--- src/rtl/bsg_manycore_link_rr_arb_pkg.sv ---
// Shared constants for the manycore link round-robin arbiter: mesh direction
// indices and a modular index helper used by the rotating priority search.
package bsg_manycore_link_rr_arb_pkg;

    typedef enum logic [2:0] {
        DirP = 3'd0,
        DirW = 3'd1,
        DirE = 3'd2,
        DirN = 3'd3,
        DirS = 3'd4
    } dir_e;

    localparam int unsigned NumDirs = 5;

    function automatic int unsigned wrap_idx(int unsigned base, int unsigned offset,
                                             int unsigned n);
        return (base + offset) % n;
    endfunction

endpackage

--- src/rtl/bsg_manycore_link_rr_arb_if.sv ---
// Requester-side and downstream-side handshake bundle of the link arbiter.
interface bsg_manycore_link_rr_arb_if
    import bsg_manycore_link_rr_arb_pkg::*;
#(
    parameter int unsigned num_in_p          = NumDirs,
    parameter int unsigned width_p           = 32,
    parameter int unsigned stall_cnt_width_p = 16
);
    logic [num_in_p-1:0]          v_i;
    logic [num_in_p*width_p-1:0]  data_i;
    logic [num_in_p-1:0]          yumi_o;
    logic                         v_o;
    logic [width_p-1:0]           data_o;
    logic                         ready_i;
    logic [stall_cnt_width_p-1:0] stall_cnt_o;

    modport master (
        output v_i, data_i, ready_i,
        input  yumi_o, v_o, data_o, stall_cnt_o
    );

    modport slave (
        input  v_i, data_i, ready_i,
        output yumi_o, v_o, data_o, stall_cnt_o
    );
endinterface

--- src/rtl/bsg_two_fifo.sv ---
// Two-entry FIFO with ready/valid enqueue and valid/yumi dequeue; ready_o is
// simply "not full".
module bsg_two_fifo #(
    parameter int unsigned width_p = 32
) (
    input  logic               clk_i,
    input  logic               reset_i,
    output logic               ready_o,
    input  logic [width_p-1:0] data_i,
    input  logic               v_i,
    output logic               v_o,
    output logic [width_p-1:0] data_o,
    input  logic               yumi_i
);
    logic [width_p-1:0] mem_r [2];
    logic               wr_ptr_r;
    logic               rd_ptr_r;
    logic [1:0]         cnt_r;
    logic               enq;

    assign ready_o = (cnt_r != 2'd2);
    assign v_o     = (cnt_r != 2'd0);
    assign data_o  = mem_r[rd_ptr_r];
    assign enq     = v_i & ready_o;

    always_ff @(posedge clk_i or posedge reset_i) begin
        if (reset_i) begin
            wr_ptr_r <= 1'b0;
            rd_ptr_r <= 1'b0;
            cnt_r    <= 2'd0;
        end else begin
            if (enq) wr_ptr_r <= ~wr_ptr_r;
            if (yumi_i) rd_ptr_r <= ~rd_ptr_r;
            case ({enq, yumi_i})
                2'b10:   cnt_r <= cnt_r + 2'd1;
                2'b01:   cnt_r <= cnt_r - 2'd1;
                default: cnt_r <= cnt_r;
            endcase
        end
    end

    // Payload storage needs no reset; validity is tracked by cnt_r.
    always_ff @(posedge clk_i) begin
        if (enq) mem_r[wr_ptr_r] <= data_i;
    end

endmodule

--- src/rtl/bsg_manycore_link_rr_arb.sv ---
// Round-robin arbiter sharing one manycore link output among num_in_p
// requesters, with a two-entry output buffer and a saturating stall counter.
module bsg_manycore_link_rr_arb
    import bsg_manycore_link_rr_arb_pkg::*;
#(
    parameter int unsigned num_in_p          = NumDirs,
    parameter int unsigned width_p           = 32,
    parameter int unsigned stall_cnt_width_p = 16,
    localparam int unsigned ptr_w            = $clog2(num_in_p)
) (
    input  logic                        clk_i,
    input  logic                        reset_i,
    bsg_manycore_link_rr_arb_if.slave   link
);
    logic [ptr_w-1:0]             last_r;
    logic [num_in_p-1:0]          rot_v;
    logic                         found;
    logic [ptr_w-1:0]             rot_idx;
    logic [ptr_w-1:0]             win_idx;
    logic                         grant;
    logic                         fifo_ready;
    logic                         fifo_v;
    logic                         deq;
    logic [width_p-1:0]           enq_data;
    logic [stall_cnt_width_p-1:0] stall_cnt_r;

    // Rotate so that position 0 is the requester just after the last winner.
    always_comb begin
        rot_v = '0;
        for (int unsigned i = 0; i < num_in_p; i++) begin
            rot_v[i] = link.v_i[ptr_w'(wrap_idx(32'(last_r), i + 1, num_in_p))];
        end
    end

    always_comb begin
        found   = 1'b0;
        rot_idx = '0;
        for (int i = int'(num_in_p) - 1; i >= 0; i--) begin
            if (rot_v[i]) begin
                found   = 1'b1;
                rot_idx = ptr_w'(i);
            end
        end
    end

    assign win_idx  = ptr_w'(wrap_idx(32'(last_r), 32'(rot_idx) + 1, num_in_p));
    // Eligibility uses only the buffer count, never ready_i.
    assign grant    = found & fifo_ready & ~reset_i;
    assign enq_data = link.data_i[32'(win_idx)*width_p +: width_p];

    always_comb begin
        link.yumi_o = '0;
        if (grant) link.yumi_o[win_idx] = 1'b1;
    end

    always_ff @(posedge clk_i or posedge reset_i) begin
        if (reset_i) begin
            last_r <= ptr_w'(num_in_p - 1);
        end else if (grant) begin
            last_r <= win_idx;
        end
    end

    assign deq = fifo_v & link.ready_i;

    bsg_two_fifo #(
        .width_p (width_p)
    ) u_fifo (
        .clk_i   (clk_i),
        .reset_i (reset_i),
        .ready_o (fifo_ready),
        .data_i  (enq_data),
        .v_i     (grant),
        .v_o     (fifo_v),
        .data_o  (link.data_o),
        .yumi_i  (deq)
    );

    assign link.v_o = fifo_v;

    always_ff @(posedge clk_i or posedge reset_i) begin
        if (reset_i) begin
            stall_cnt_r <= '0;
        end else if (fifo_v && !link.ready_i && !(&stall_cnt_r)) begin
            stall_cnt_r <= stall_cnt_r + 1'b1;
        end
    end

    assign link.stall_cnt_o = stall_cnt_r;

endmodule
--- src/flat_wrapper.sv ---
// flat-port wrapper written by rule: the top's interface ports become plain ports
module bsg_manycore_link_rr_arb_flat import bsg_manycore_link_rr_arb_pkg::*;
#(
    parameter int unsigned num_in_p          = NumDirs,
    parameter int unsigned width_p           = 32,
    parameter int unsigned stall_cnt_width_p = 16,
    localparam int unsigned ptr_w            = $clog2(num_in_p)
)
  (clk_i, reset_i, link_v_i, link_data_i, link_ready_i, link_yumi_o, link_v_o, link_data_o, link_stall_cnt_o);
  bsg_manycore_link_rr_arb_if #(.num_in_p(num_in_p), .width_p(width_p), .stall_cnt_width_p(stall_cnt_width_p)) link_i ();
  input  logic clk_i;
  input  logic reset_i;
  input wire logic [$bits(link_i.v_i)-1:0] link_v_i;
  input wire logic [$bits(link_i.data_i)-1:0] link_data_i;
  input wire logic [$bits(link_i.ready_i)-1:0] link_ready_i;
  output wire logic [$bits(link_i.yumi_o)-1:0] link_yumi_o;
  output wire logic [$bits(link_i.v_o)-1:0] link_v_o;
  output wire logic [$bits(link_i.data_o)-1:0] link_data_o;
  output wire logic [$bits(link_i.stall_cnt_o)-1:0] link_stall_cnt_o;
  assign link_i.v_i = link_v_i;
  assign link_i.data_i = link_data_i;
  assign link_i.ready_i = link_ready_i;
  assign link_yumi_o = link_i.yumi_o;
  assign link_v_o = link_i.v_o;
  assign link_data_o = link_i.data_o;
  assign link_stall_cnt_o = link_i.stall_cnt_o;
  bsg_manycore_link_rr_arb #(.num_in_p(num_in_p), .width_p(width_p), .stall_cnt_width_p(stall_cnt_width_p)) u_core (.clk_i(clk_i), .reset_i(reset_i), .link(link_i));
endmodule
--- config.mk ---
export PLATFORM = sky130hd
export DESIGN_NAME = bsg_manycore_link_rr_arb_flat
export DESIGN_NICKNAME = d
export VERILOG_FILES = /design/src/rtl/bsg_manycore_link_rr_arb_pkg.sv /design/src/rtl/bsg_manycore_link_rr_arb_if.sv /design/src/rtl/bsg_two_fifo.sv /design/src/rtl/bsg_manycore_link_rr_arb.sv /design/src/flat_wrapper.sv
export SDC_FILE = /design/constraint.sdc
export NUM_CORES = 1
export LEC_CHECK = 0
export BUFFER_PORTS_ARGS = -buffer_cell sky130_fd_sc_hd__buf_2
export CORE_MARGIN = 3
export CORE_UTILIZATION = 55
export DETAILED_ROUTE_END_ITERATION = 12
export HOLD_SLACK_MARGIN = 0.12
export PLACE_DENSITY_LB_ADDON = 0.05
export SYNTH_ARGS = -nofsm -noshare
export SYNTH_HDL_FRONTEND = slang
export SYNTH_SLANG_ARGS = --single-unit
--- constraint.sdc ---
create_clock -name clk_i -period 25.7 [get_ports clk_i]
set_clock_uncertainty 0.1 [all_clocks]
set_input_delay 3.855 -clock clk_i [delete_from_list [all_inputs] [get_ports clk_i]]
set_output_delay 3.855 -clock clk_i [all_outputs]
set_load 0.05 [all_outputs]
==> results of run 1 <==
-- per-stage QoR --
step | instance area [um^2] | hold slack (ns) | setup WS [ns]
global placement | 7630 | 0.372 | 12.05
detailed placement | 7630 | 0.377 | 11.67
finish | 7940 | 0.392 | 11.53
floorplan | 6450 | 0.355 | 12.83
CTS | 7940 | 0.391 | 11.64
global route | 7940 | 0.414 | 11.17
-- flip-flops by register name, indices dropped and copies added (netlist names) --
register                 count
u_core.last_r                3
u_core.link.stall_cnt_o     16
u_core.u_fifo.cnt_r          2
u_core.u_fifo.mem_r         64
u_core.u_fifo.rd_ptr_r       1
u_core.u_fifo.wr_ptr_r       1
-- layer usage --
layer  vias to the layer above  global-route usage [%]  part of all wire, %
met5                         -                       0                    0
met1                      2601                    29.8                   40
met4                         0                    7.84                  2.2
met3                        31                    4.18                  5.1
met2                       208                    45.9                   53
li1                       2678                       -                    -
-- how the worst max path moves through the flow --
stage	start	endpoint	slack (ns)	depth (start not counted)
after floorplan	link_v_i[0]	link_yumi_o[2]	12.83	24
after global placement	link_v_i[0]	link_yumi_o[3]	12.05	24
after detailed placement	link_v_i[0]	link_yumi_o[3]	11.67	24
after CTS	link_v_i[0]	link_yumi_o[3]	11.64	24
after global routing	link_v_i[1]	link_yumi_o[3]	11.17	24
final	link_v_i[0]	link_yumi_o[3]	11.53	24
-- kinds of logic (layout without fill, tap and decap cells) --
kind of cell | Yosys count | after routing | share of synthesized area [%]
AND/OR/NAND/NOR | 141 | 141 | 11.6
AO/OA/AOI/OAI | 123 | 123 | 13.9
multiplexers | 119 | 119 | 20.0
flip-flops | 87 | 87 | 38.7
buffers and inverters | 66 | 271 | 4.21
adder cells (fa/ha/maj) | 38 | 38 | 7.60
XOR/XNOR | 27 | 27 | 3.90
-- cell type report --
| type | count | area share (%) |
|---|---|---|
| flip-flops and latches | 87 | 31.5 |
| multi-input cells | 448 | 46.6 |
| clock inverters | 2 | 0.221 |
| well taps | 140 | 2.21 |
| clock buffers | 14 | 3.73 |
| repair buffers | 226 | 14.4 |
| inverters | 29 | 1.37 |
-- cell usage in the layout, fill, tap and decap left out, types with 4 or more instances in the layout --
master	n
buf_2	221
mux2i_1	75
edfxtp_1	64
nand2_1	49
mux2_2	40
ha_1	36
o221ai_1	32
inv_1	27
dfrtp_1	22
a21oi_1	19
o21ai_0	19
xnor2_1	17
nor2_1	17
nand3_1	16
clkbuf_16	11
xor2_1	7
nor3b_1	6
o22ai_1	6
and3_1	5
or2_2	5
nand4_1	5
nand2b_1	5
a211oi_1	5
buf_4	5
and2_1	4
nor3_1	4
a21o_1	4
o21a_1	4
mux4_2	4
o211ai_1	4
a31oi_1	4
-- worst reg2reg max path, delay by kind of cell (launching register included) --
kind | cells | cell delay, ns
buffers and inverters | 6 | 1.29
AND/OR/NAND/NOR | 6 | 2.03
adder cells (fa/ha/maj) | 7 | 2.63
multiplexers | 2 | 0.61
XOR/XNOR | 1 | 0.53
flip-flops | 1 | 0.33
AO/OA/AOI/OAI | 7 | 1.82
==> results.tsv, run 1 <==
stage	metric	value	unit
worst_hold_path	min_to	u_core.link.stall_cnt_o[3]	
sta	fin_crit_sh	55.2	%
die	num_rows	38	
grt	grt_pass1_wl	26300	um
routing	avgViaCountPerCell	5.83	
sta	finalCriticalPeriod	14.17	ns
grt	grt_max_degree	70	
setup_path	crit_arrival	10.22	ns
sta	report.final.slew_viol_count	0	
synthesis	synth-seq-cells	87	
worst_hold_path	hp-start	u_core.link.stall_cnt_o[3]	
synthesis	postSynthCellCount	601	
cts	postCtsSetupBuffers	0	
sta	tightest_slew	1.34	ns
setup_path	critPathMaxStageDelay	0.94	ns
setup_path	r2r_slack	16.03	ns
synthesis	synth_cell_types	68	
synthesis	synth.most_common_cell	mux2i_1	
grt	grt.total_usage	25.0	%
cts	cts_tree	built	
synthesis	synthTopCellsByArea	edfxtp_1 30%, mux2i_1 12%, dfrtp_1 8.5%	
setup_path	required	21.74	ns
routing	ant_nets	0	
setup_path	path_max_fanout	33	
sta	fin_tns_setup	0	ns
synthesis	synth_common_cells	75 x mux2i_1, 64 x edfxtp_1, 49 x nand2_1, 40 x mux2_2, 36 x ha_1	
job	maxCapViolCount	0	
synthesis	ys_warn_count	0	
die	dieArea	0.0131	mm^2
routing	drt_first_iter_violations	350	
sta	slew_headroom	10.4	%
setup_path	r2r_end	u_core.u_fifo.mem_r[0][25]	
synthesis	syn_area_per_cell	10.7	um^2
setup_path	crit_family	simple AND/OR/NAND/NOR gates	
die	start_util	58.0	%
cells_and_area	final_nets	1007	
die	die-width	114	um
status	status	finished clean	
setup_path	crit_buf_inv	5	
synthesis	yosysTopAreaCellShare	29.8	%
cells_and_area	drive_gt1_share	37.5	%
routing	detailedRoute.firstPassIterationCount	5	
die	die_height	114	um
synthesis	syn-cell-area	0.00645	mm^2
die	io_pins	222	
placement	portBuffers	221	
setup_path	cp-start-kind	primary input	
synthesis	synth_edf_count	64	
setup_path	cp-end-kind	output pin	
cells_and_area	antennaDiodeCount	0	
setup_path	cp_slowest_cell	nand2b_1	
synthesis	seq_area_frac_synth	38.7	%
setup_path	rr_worst_depth	29	
synthesis	synth_nets	807	
setup_path	crit_chain	buf_2 > mux4_2 > mux2i_1 > nor2_1 > or3_1 > and3b_1 > nor2b_1 > ha_1 > fa_1 > xnor2_1 > ha_1 > inv_1 > nand2_1 > a21oi_1 > a31oi_1 > inv_1 > ha_1 > o22ai_1 > o22a_1 > mux2_2 > nand2b_1 > inv_1 > and3_1 > buf_2	
grt	grt_pass1_vias	5549	
routing	drt-total-wl	16400	um
cells_and_area	multiInputGateArea	0.00370	mm^2
grt	antenna_found_initial	0	
placement	gp_congestion	0.983	
placement	dp.cells	930	
routing	vias	5518	
synthesis	synth_top_flop_cell	edfxtp_1	
cells_and_area	layout.cells.non_filler	946	
sta	final_hold_viol_count	0	
sta	fmax	70.6	MHz
cts	cts_num_sinks	87	
cts	hold_buffers	0	
sta	setup_viol	0	
cells_and_area	final_util	71.4	%
routing	wl_per_cell	17.4	um
worst_hold_path	hold_depth	1	
grt	gr-total-overflow	0	
cts	path_clk_slew	0.06	ns
synthesis	synth_top_area_cell	edfxtp_1	
cts	cts_buffers	9	
setup_path	path_class	in -> out	
cells_and_area	seqCellArea	0.00250	mm^2
setup_path	timing.rr.start	u_core.last_r[0]	
cells_and_area	fill_cells	821	
cts	clockRootBuffer	clkbuf_16	
cts	clk_latency	0.33	ns
sta	grt_setup_unrepaired	no	
placement	dpl.hpwl	12700	um
cells_and_area	syn2layout_area_growth	23.1	%
die	core	0.0111	mm^2
worst_hold_path	hold_path.class	reg -> reg	
cts	cts_max_path_buffers	2	
cts	ctsResizeCount	0	
synthesis	synthArstFlopShare	26.4	%
routing	drc	0	
cts	h-tree-depth	3	
Power of run 1 is left out: the tool's default activity adds up to more than one toggle a clock period on the data nets, which glitch-free logic cannot reach.
==> inputs of run 2 (changes only) <==
Settings changed: CORE_UTILIZATION 55 to 47.
Clock period 25.7 ns to 11.8 ns, I/O delays scaled along.
==> results.tsv, run 2 (same netlist as run 1, synthesis figures left out) <==
stage	metric	value	unit
sta	report.final.slew_viol_count	0	
setup_path	path_max_fanout	32	
setup_path	critPathMaxStageDelay	0.83	ns
routing	ant_nets	0	
setup_path	timing.rr.start	u_core.last_r[2]	
routing	drc	0	
cells_and_area	antennaDiodeCount	0	
setup_path	r2r_slack	2.78	ns
grt	antenna_found_initial	0	
cells_and_area	top_register	u_core.u_fifo.mem_r	
setup_path	path_class	reg -> out	
cts	ctsResizeCount	0	
cells_and_area	final_common_cell	buf_2	
setup_path	worstSetupEndpoint	link_yumi_o[4]	
setup_path	required	9.93	ns
cts	path_clk_slew	0.06	ns
setup_path	cp.depth	30	
routing	drt_first_iter_violations	299	
die	num_rows	42	
sta	grt_setup_unrepaired	no	
setup_path	crit_buf_inv	5	
cts	clk_latency	0.33	ns
status	status	finished clean	
routing	drt-total-wl	16100	um
cts	clockRootBuffer	clkbuf_16	
cts	cts_buffers	9	
cts	hold_buffers	0	
sta	fin_tns_setup	0	ns
grt	grt_pass1_wl	24700	um
sta	fin_crit_sh	88.1	%
sta	fmax	96.2	MHz
placement	gp_congestion	0.883	
placement	portBuffers	221	
worst_hold_path	hold_path.class	reg -> reg	
die	io_pins	222	
cts	h-tree-depth	3	
die	die-width	123	um
routing	detailedRoute.firstPassIterationCount	5	
sta	tightest_slew	0.943	ns
setup_path	critical_path.most_common_cell	ha_1	
cts	cts_max_path_buffers	2	
cells_and_area	syn2layout_area_growth	23.9	%
cells_and_area	fill_cells	1161	
routing	avgViaCountPerCell	5.57	
cells_and_area	drive_gt1_share	37.8	%
cells_and_area	final_cell_mix	221 x buf_2, 75 x mux2i_1, 64 x edfxtp_1	
sta	final_hold_viol_count	0	
setup_path	startpoint	u_core.last_r[2]	
sta	setup_viol	0	
job	maxCapViolCount	0	
die	start_util	48.3	%
setup_path	crit_arrival	8.53	ns
cells_and_area	largest_reg_flops	64	
grt	gr-total-overflow	0	
cells_and_area	final_nets	1011	
cts	cts_num_sinks	87	
worst_hold_path	hp-start	u_core.link.stall_cnt_o[12]	
routing	wl_per_cell	16.4	um
setup_path	rr_worst_depth	31	
die	die_height	123	um
setup_path	crit_family	adder cells	
die	dieArea	0.0152	mm^2
grt	grt_max_degree	52	
sta	finalCriticalPeriod	10.40	ns
grt	grt.total_usage	20.5	%
setup_path	cp_slowest_cell	dfstp_2	
setup_path	cp-start-kind	flip-flop	
placement	dpl.hpwl	12500	um
cts	postCtsSetupBuffers	0	
setup_path	r2r_end	u_core.u_fifo.mem_r[1][0]	
sta	slew_headroom	37.0	%
die	core	0.0133	mm^2
setup_path	cp-end-kind	output pin	
routing	vias	5493	
cts	cts_tree	built	
grt	grt_pass1_vias	5081	
-- run 2: changes by cell type in the layout (fill, tap and decap cells not counted) --
| cell | before | now |
|---|---|---|
| clkinv_4 | 0 | 2 |
| inv_6 | 0 | 1 |
| clkbuf_16 | 11 | 9 |
| clkbuf_8 | 1 | 2 |
| inv_8 | 1 | 0 |
| buf_4 | 5 | 9 |
| inv_4 | 1 | 0 |
-- run 2: how the worst min path moves through the flow --
stage / slack (ns) / endpoint / cells after the start
floorplan: 0.36 / u_core.u_fifo.wr_ptr_r / 1
CTS: 0.39 / u_core.u_fifo.cnt_r[1] / 1
finish: 0.39 / u_core.link.stall_cnt_o[12] / 1
global placement: 0.37 / u_core.u_fifo.cnt_r[1] / 1
global route: 0.41 / u_core.link.stall_cnt_o[9] / 1
detailed placement: 0.38 / u_core.u_fifo.cnt_r[1] / 1
-- run 2: per-stage QoR --
step                worst slack, ns  cells  instance area, um^2  util (%)  hold slack, ns
floorplan                      2.22    601                 6450         -           0.355
global placement               2.18    970                 7700      57.7           0.375
detailed placement             1.82    970                 7700      57.7           0.378
CTS                            1.42    986                 7990      59.9           0.392
global route                  0.832    986                 7990      59.9           0.412
finish                         1.40    986                 7990      59.9           0.390
-- run 2: worst reg2reg max path: cells and delay by family, from the launching register on --
kind | cells | cell delay, ns
buffers and inverters | 6 | 1.42
DFF | 1 | 0.83
muxes | 2 | 0.46
AOI/OAI and AO/OA | 6 | 1.33
and+or+nand+nor | 7 | 1.39
xor gates and xnor gates | 3 | 0.89
adders and majority gates | 7 | 2.29
-- run 2: final cells by class --
| cell class | instances | area [um^2] | share of cell area, % |
|---|---|---|---|
| multi-input cells | 448 | 3700 | 46.3 |
| clock inverters | 3 | 26.3 | 0.329 |
| flip-flops and latches | 87 | 2500 | 31.3 |
| well taps | 176 | 220 | 2.76 |
| repair buffers | 230 | 1170 | 14.7 |
| clock buffers | 13 | 260 | 3.26 |
| inverters | 29 | 109 | 1.36 |
-- run 2: layer usage --
metal  part of all wire, %  vias up  track usage [%]
met5                     0        -                0
met4                   1.3        0             5.61
met3                   4.9       19             3.06
met2                    53      168             36.5
met1                    41     2617             25.9
li1                      -     2689                -
Power of run 2 is left out for the same reason.
==> inputs of run 3 (changes only) <==
Settings changed: SYNTH_HIERARCHICAL from default to 1.
==> results.tsv, run 3 <==
stage	metric	value	unit
status	status	finished clean	
cts	cts_tree	built	
routing	drt-total-wl	17600	um
cells_and_area	final_common_cell	buf_2	
cts	cts_max_path_buffers	2	
grt	antenna_found_initial	1	
cells_and_area	largest_reg_flops	64	
synthesis	syn_area_per_cell	11.9	um^2
die	dieArea	0.0156	mm^2
routing	detailedRoute.firstPassIterationCount	5	
cts	h-tree-depth	3	
sta	tightest_slew	1.10	ns
sta	fin_crit_sh	85.0	%
synthesis	synth_edf_count	64	
synthesis	postSynthCellCount	559	
synthesis	synth_top_flop_cell	edfxtp_1	
grt	grt.total_usage	22.3	%
cts	cts_num_sinks	87	
sta	final_hold_viol_count	0	
setup_path	required	9.93	ns
setup_path	critical_path.most_common_cell	ha_1	
synthesis	synth.most_common_cell	edfxtp_1	
grt	grt_pass1_wl	28200	um
die	die_height	125	um
setup_path	r2r_slack	3.21	ns
synthesis	synth_common_cells	64 x edfxtp_1, 39 x nand2_1, 35 x ha_1, 34 x a22o_1, 34 x mux4_2	
setup_path	cp_slowest_cell	ha_1	
cells_and_area	syn2layout_area_growth	22.7	%
routing	top_layer_used	met4	
routing	wl_met1	7200	um
synthesis	synthArstFlopShare	26.4	%
setup_path	path_max_fanout	34	
cells_and_area	top_register	u_core/u_fifo/mem_r	
cells_and_area	fin_area	0.00814	mm^2
sta	finalCriticalPeriod	10.03	ns
setup_path	path_class	reg -> out	
die	start_util	49.1	%
synthesis	synthTopCellsByArea	edfxtp_1 29%, mux4_2 12%, dfrtp_1 8.3%	
placement	dpl_cell_area	0.00784	mm^2
synthesis	synth_nets	764	
routing	wl_per_cell	18.6	um
die	io_pins	222	
cts	hold_buffers	0	
routing	vias	5447	
sta	fmax	99.7	MHz
cts	clockRootBuffer	clkbuf_16	
placement	dpl.hpwl	13400	um
synthesis	ys_warn_count	6	
routing	drc	0	
die	core	0.0135	mm^2
grt	grt_max_degree	35	
grt	grt_pass1_vias	5581	
grt	gr-total-overflow	0	
setup_path	critPathMaxStageDelay	0.96	ns
cells_and_area	final_nets	970	
cts	postCtsSetupBuffers	0	
placement	gp_congestion	0.934	
cts	ctsResizeCount	0	
cts	clk_latency	0.34	ns
synthesis	syn-cell-area	0.00663	mm^2
synthesis	synth_top_area_cell	edfxtp_1	
cells_and_area	fill_cells	1143	
routing	avgViaCountPerCell	5.75	
setup_path	crit_arrival	8.16	ns
sta	setup_viol	0	
setup_path	cp-start-kind	flip-flop	
setup_path	cp-end-kind	output pin	
routing	met2WireLength	8950	um
cells_and_area	final_cell_mix	221 x buf_2, 64 x edfxtp_1, 39 x nand2_1	
sta	grt_setup_unrepaired	no	
cts	path_clk_slew	0.06	ns
worst_hold_path	hold_path.class	reg -> reg	
routing	ant_nets	0	
die	num_rows	42	
placement	dp.cells	930	
die	die-width	125	um
placement	portBuffers	221	
job	maxCapViolCount	0	
synthesis	yosysTopAreaCellShare	29.0	%
synthesis	seq_area_frac_synth	37.7	%
sta	worst_hold_slack	0.379	ns
cells_and_area	drive_gt1_share	42.7	%
routing	drt_first_iter_violations	272	
cells_and_area	layout.cells.non_filler	947	
cts	cts_buffers	9	
sta	fin_tns_setup	0	ns
synthesis	synth-seq-cells	87	
sta	report.final.slew_viol_count	0	
routing	wl_met3	1180	um
sta	slew_headroom	26.6	%
synthesis	synth_cell_types	70	
## run 3: cell types whose count changed after synthesis, sizes merged, moves of 9 or more
| cell | previous run | this run |
|---|---|---|
| a22o | 2 | 34 |
| nand2 | 49 | 40 |
| clkbuf | 29 | 18 |
| o221ai | 32 | 3 |
| mux4 | 4 | 34 |
| mux2i | 75 | 14 |
| nor2 | 17 | 26 |
## run 3: cell type report
type                    instances  area (um^2)  share of cell area (%)
repair buffers                229         1170                    14.3
multi-input cells             408         3840                    47.2
flip-flops and latches         87         2500                    30.7
clock inverters                 4         26.3                   0.323
inverters                      30          113                    1.38
well taps                     176          220                    2.71
clock buffers                  12          268                    3.29
diodes                          1         2.50                  0.0308
## run 3: metal layers
metal | global-route usage (%) | vias to the layer above
met4 | 7.16 | 0
met2 | 39.0 | 206
met3 | 5.19 | 25
met5 | 0 | -
met1 | 27.1 | 2653
li1 | - | 2563
## run 3: stage by stage
step / utilization, % / setup slack [ns]
after floorplan: - / 3.20
after global placement: 58.1 / 2.46
after detailed placement: 58.1 / 2.13
after CTS: 60.2 / 1.76
after global routing: 60.2 / 1.06
final: 60.2 / 1.77
## run 3: path summary, 6_finish.rpt
path                       cells after the start                     endpoint                        start
setup / recovery                              26               link_yumi_o[4]             u_core/last_r[0]
hold / removal                                 1  u_core/link.stall_cnt_o[13]  u_core/link.stall_cnt_o[13]
setup reg to reg                              26   u_core/u_fifo/mem_r[0][17]             u_core/last_r[0]
hold reg to reg                                1  u_core/link.stall_cnt_o[13]  u_core/link.stall_cnt_o[13]
max in group asynchronous                      2  u_core/link.stall_cnt_o[11]                      reset_i
min in group asynchronous                      2       u_core/u_fifo/cnt_r[0]                      reset_i
## run 3: cells by family after synthesis
kind of cell / Yosys count / synth area share (%)
AOI/OAI and AO/OA: 125 / 14.4
xor gates and xnor gates: 30 / 4.36
adders and majority gates: 37 / 7.21
buffers and inverters: 64 / 4.89
DFF: 87 / 37.7
muxes: 82 / 21.1
and+or+nand+nor: 134 / 10.4
## run 3: worst max-delay path: cells and delay by family, from the launching register on
kind | cells | cell delay (ns)
AOI/OAI and AO/OA | 7 | 1.45
DFF | 1 | 0.32
adders and majority gates | 5 | 2.22
xor gates and xnor gates | 1 | 0.69
buffers and inverters | 6 | 1.91
muxes | 1 | 0.35
and+or+nand+nor | 6 | 0.83
Power of run 3 is left out for the same reason.
